File: src/rtl/alu_issue_ctrl.sv
// ALU issue controller: accepts operation requests, decodes them into an
// ALU control code, drives registered operands into the ALU, waits a fixed
// latency, captures the result and returns it on a response channel.
//
// state | meaning
// ------+------------------------------------------------------------------
// IDLE  | ready for a request; ALU inputs hold the last accepted operation
// EXEC  | operands driven to the ALU; latency counter running down to zero
// RESP  | response registers valid; waiting for RespReady
module alu_issue_ctrl #(
    parameter int ALU_LATENCY = 1,
    parameter int COUNT_W     = 16
) (
    input  logic               Clk,
    input  logic               Reset_n,
    input  logic               ReqValid,
    output logic               ReqReady,
    input  logic [1:0]         ReqALUOp,
    input  logic [5:0]         ReqFunct,
    input  logic [31:0]        ReqA,
    input  logic [31:0]        ReqB,
    output logic [3:0]         ALUControl,
    output logic [31:0]        DataIn0,
    output logic [31:0]        DataIn1,
    input  logic [31:0]        DataOut,
    input  logic               ZeroOut,
    output logic               RespValid,
    input  logic               RespReady,
    output logic [31:0]        RespData,
    output logic               RespZero,
    output logic               RespErr,
    output logic [COUNT_W-1:0] OpCount
);

    typedef enum logic [1:0] {
        ST_IDLE = 2'd0,
        ST_EXEC = 2'd1,
        ST_RESP = 2'd2
    } state_t;

    localparam logic [3:0] CTRL_AND = 4'b0000;
    localparam logic [3:0] CTRL_OR  = 4'b0001;
    localparam logic [3:0] CTRL_ADD = 4'b0010;
    localparam logic [3:0] CTRL_SUB = 4'b0110;
    localparam logic [3:0] CTRL_SLT = 4'b0111;

    // Counter is loaded with latency-1 so that a zero count on entry to EXEC
    // means the result is captured on the very next edge.
    localparam logic [3:0] LAT_LOAD = 4'(ALU_LATENCY - 1);

    state_t     state;
    logic [3:0] lat_cnt;
    logic [3:0] dec_ctrl;
    logic       dec_illegal;

    // Ready only in IDLE, and forced low while reset is held.
    assign ReqReady = (state == ST_IDLE) && Reset_n;

    // Decode ALUOp/funct into the ALU control code and an illegal flag.
    always_comb begin
        dec_ctrl    = CTRL_AND;
        dec_illegal = 1'b0;
        unique case (ReqALUOp)
            2'b00: dec_ctrl = CTRL_ADD;
            2'b01: dec_ctrl = CTRL_SUB;
            2'b10: begin
                unique case (ReqFunct)
                    6'b100000: dec_ctrl = CTRL_ADD;
                    6'b100010: dec_ctrl = CTRL_SUB;
                    6'b100100: dec_ctrl = CTRL_AND;
                    6'b100101: dec_ctrl = CTRL_OR;
                    6'b101010: dec_ctrl = CTRL_SLT;
                    default:   dec_illegal = 1'b1;
                endcase
            end
            default: dec_illegal = 1'b1;
        endcase
    end

    // Control FSM with registered ALU-side and response-side outputs.
    always_ff @(posedge Clk or negedge Reset_n) begin
        if (!Reset_n) begin
            state      <= ST_IDLE;
            lat_cnt    <= 4'd0;
            ALUControl <= CTRL_AND;
            DataIn0    <= 32'd0;
            DataIn1    <= 32'd0;
            RespValid  <= 1'b0;
            RespData   <= 32'd0;
            RespZero   <= 1'b0;
            RespErr    <= 1'b0;
            OpCount    <= '0;
        end else begin
            unique case (state)
                ST_IDLE: begin
                    if (ReqValid) begin
                        if (dec_illegal) begin
                            // Illegal ops never touch the ALU inputs.
                            RespData  <= 32'd0;
                            RespZero  <= 1'b0;
                            RespErr   <= 1'b1;
                            RespValid <= 1'b1;
                            state     <= ST_RESP;
                        end else begin
                            ALUControl <= dec_ctrl;
                            DataIn0    <= ReqA;
                            DataIn1    <= ReqB;
                            lat_cnt    <= LAT_LOAD;
                            state      <= ST_EXEC;
                        end
                    end
                end
                ST_EXEC: begin
                    if (lat_cnt != 4'd0) begin
                        lat_cnt <= lat_cnt - 4'd1;
                    end else begin
                        RespData  <= DataOut;
                        RespZero  <= ZeroOut;
                        RespErr   <= 1'b0;
                        RespValid <= 1'b1;
                        state     <= ST_RESP;
                    end
                end
                ST_RESP: begin
                    if (RespReady) begin
                        RespValid <= 1'b0;
                        OpCount   <= OpCount + COUNT_W'(1);
                        state     <= ST_IDLE;
                    end
                end
                default: state <= ST_IDLE;
            endcase
        end
    end

endmodule

File: config.mk
export PLATFORM = sky130hd
export DESIGN_NAME = alu_issue_ctrl
export DESIGN_NICKNAME = d
export VERILOG_FILES = /design/src/rtl/alu_issue_ctrl.sv
export SDC_FILE = /design/constraint.sdc
export NUM_CORES = 1
export LEC_CHECK = 0
export ABC_CLOCK_PERIOD_IN_PS = 2300
export CORE_UTILIZATION = 37
export CTS_BUF_LIST = sky130_fd_sc_hd__clkbuf_16
export CTS_CLUSTER_SIZE = 16
export DETAILED_ROUTE_END_ITERATION = 10
export GPL_ROUTABILITY_DRIVEN = 1
export PLACE_DENSITY = 0.76
export REMOVE_ABC_BUFFERS = 1
export SLEW_MARGIN = 10
export SYNTH_ARGS = -nofsm -noshare
export SYNTH_HDL_FRONTEND = slang
export SYNTH_SLANG_ARGS = --single-unit
File: constraint.sdc
create_clock -name Clk -period 2.3 [get_ports Clk]
set_clock_uncertainty 0.05 [all_clocks]
set_input_delay 0.69 -clock Clk [delete_from_list [all_inputs] [get_ports Clk]]
set_output_delay 0.69 -clock Clk [all_outputs]
set_load 0.05 [all_outputs]
==> results.cfg <==
[flow_run]
max-cap-violations = 0

[timing]
slew_viol_final = 0
worst-slew-pin-transition_ps = 633
worst_slack_ps = 61.5
hold_violations = 0
grt_setup_unrepaired = no
max_freq_ghz = 0.447
setup-violations-final = 0
post_route_fraction_of_the_period_consumed_by_the_critical_path_pct = 97.3
slew_headroom_pct = 57.8
whs_ps = 362
final_period_minus_worst_setup_slack_ps = 2240

[drt]
final_antenna_net_count = 0
avgViaCountPerCell = 4.84
drt_drc_violations_left = 0
drt_first_pass_iters = 4
via_count = 3850
route.final.wire_length_um = 13500
drt-initial-drc-count = 169
detail_route.wl_per_cell_um = 17.0

[finish]
layout.cells.most_common = dfrtp_1
layout-drive-gt1-share_pct = 27.9
final_cell_mix = dfrtp_1 (123), clkdlybuf4s50_1 (99), dlygate4sd2_1 (93)
area_delta_synth_final_pct = 68.9
net_count_of_the_finished_layout = 722

[place]
pre_cts_slack_ps = -731
buffer_ports.inserted = 227
globalplace.congestion = 0.791
dp.final_hpwl_um = 9070

[yosys]
yosysTopAreaCellShare_pct = 63.1
mappedNetlistArea_um2 = 4910
synth.area.top_cells = dfrtp_1 (63%), mux2_2 (14%), a22o_1 (6.1%)
synthesis.instances = 339
synthesis_warning_total = 0
ys_ff_latch = 124
yosys.cell_types.count = 40
syn_avg_cell_area_um2 = 14.5
largest_area_contributor_in_the_synthesized_netlist = dfrtp_1
yosysSeqAreaShare_pct = 63.1

[cts]
tritoncts = yes
hold_buffers = 0
cts.reportedPaths.clkPinSlew_ps = 50
cts_buffers = 17
cts_root_buffer = clkbuf_16
max-clock-path-buffers = 2
h_tree_levels = 4
cts_sinks = 124
insertion_delay_ps = 400

[worst_setup_path]
worst_ep_arrival_time_ps = 2480
crit_type = in -> reg
crit_fanout = 5
critical_path.endpoint_type = register
crit_slowest_cell = or3b_4
cp.required_ps = 2540
critical_path.max_stage_delay_ps = 400
r2r_end = lat_cnt[2]
critical_path.startpoint_type = input pin
cp_cell_sequence = buf_2 > or3b_4 > o41a_1 > a21boi_4 > buf_6 > buf_12 > buf_16 > mux2_2
critical_register_to_register_path_startpoint = lat_cnt[0]
r2r_slack_ps = 260
r2r_cells = 6

[power_and_ir_drop]
leakage_nw = 3.94
power.density_nw_per_um2 = 1600
vdd.ir_drop.worst_mv = 0.731

[floorplanning]
boundaryPins = 229
num_rows = 41
coreArea_um2 = 12800
die_area_um2 = 13700
die_width_um = 117
start_util_pct = 38.5
floorplan.die.height_um = 117

[grt]
globalRouteOverflowTotal = 0
first_global_vias = 4059
antenna_found_initial = 1
grt_start_max_net_pins = 125
grt.total_usage_pct = 20.5
grt_pass1_wl_um = 21000

[outcome]
outcome = finished, final reports clean

[hold_path]
holdCritPathClass = in -> async
## per-stage QoR
step / std cells / instance area (um^2) / power (W) / TNS [ps] / utilization, %
5_1_grt: 796 / 8300 / 0.0139 / 0 / 65.0
6_report: 796 / 8300 / 0.0133 / 0 / 65.0
2_1_floorplan: 322 / 4810 / 0.00827 / -108260 / -
3_3_place_gp: 749 / 7510 / 0.0108 / -68260 / 58.8
3_5_place_dp: 749 / 7510 / 0.0109 / -70340 / 58.8
4_1_cts: 795 / 8270 / 0.0133 / 0 / 64.7
## area by class of cell
type	count	area [um^2]
flip-flops and latches	124	3100
diodes	1	2.50
well taps	172	215
clock buffers	17	425
clock inverters	15	156
repair buffers	269	2600
inverters	5	18.8
fillers	955	4470
multi-input cells	193	1780
## layer usage
layer  up-vias  wire length, um  track usage [%]  share of wire [%]
met2       183             6580             34.6                 49
li1       1789                -                -                  -
met1      1856             5420             23.8                 40
met5         -                0                0                  0
met3        22             1290             7.00                9.5
met4         0              224             8.86                1.7
## flip-flops by register name, indices dropped and copies added (netlist names)
register and cells:
DataIn1 32, lat_cnt 4, ALUControl 3, state 2, DataIn0 32, RespValid 1, OpCount 16, RespData 32
RespZero 1, RespErr 1
## critical path, delay by kind of cell
kind                   cells  cell delay [ps]
buffers and inverters      4              490
AO/OA/AOI/OAI              2              570
multiplexers               1              320
AND/OR/NAND/NOR            1              400
## synthesized netlist by cell type
library cell  instances
dfrtp_1             124
mux2_2               60
a22o_1               34
xnor2_1              11
nand3_1               9
mux2_1                8
nor2_1                7
nor3b_1               7
a21oi_1               6
buf_4                 6
clkbuf_1              6
inv_1                 5
nand4_1               5
nand2_1               4
nor3_1                4
xor2_1                4
a21boi_0              3
and3_1                3
buf_2                 3
ha_1                  3
nor4_1                3
o21ai_0               3
buf_6                 2
nand2b_1              2
nor2b_1               2
a211oi_1              1
a21boi_4              1
a22oi_1               1
a31oi_1               1
a31oi_2               1
conb_1                1
nand3b_1              1
nand4b_1              1
o21ba_2               1
o22ai_1               1
o32ai_1               1
o41a_1                1
o41ai_1               1
or3b_1                1
or3b_2                1
## kinds of logic (layout without fill, tap and decap cells)
kind of cell | Yosys count | count (layout) | share of synthesized area (%)
AOI/OAI and AO/OA | 56 | 56 | 9.42
xor gates and xnor gates | 15 | 15 | 2.67
adders and majority gates | 3 | 3 | 0.764
buffers and inverters | 22 | 306 | 2.52
DFF | 124 | 124 | 63.1
muxes | 68 | 68 | 15.6
other | 1 | 2 | 0.0763
and+or+nand+nor | 50 | 50 | 5.83
## repair_timing
item	4_1_cts	5_1_grt
cloned	4	0
setup buffers	10	1
setup endpoints to repair	195	16
pin swaps	3	2
resized for setup	131	9
## power by group
group          leakage, nW  switching [W]  total (W)  internal, W
clock network        0.282       0.000927    0.00260      0.00168
logic                 2.11        0.00458    0.00692      0.00234
registers             1.55       0.000576    0.00373      0.00315
## worst max path at each step
| stage | from | end | cells past startpoint |
|---|---|---|---|
| floorplan | ReqFunct[4] | DataIn0[0] | 4 |
| global placement | ReqFunct[5] | DataIn0[14] | 6 |
| detailed placement | ReqFunct[5] | DataIn1[0] | 6 |
| CTS | DataIn0[10] | DataIn0[10] | 1 |
| global route | ReqFunct[4] | DataIn1[22] | 8 |
| finish | ReqFunct[4] | DataIn1[22] | 8 |
Note: power is estimated with default switching activity, not from simulation.
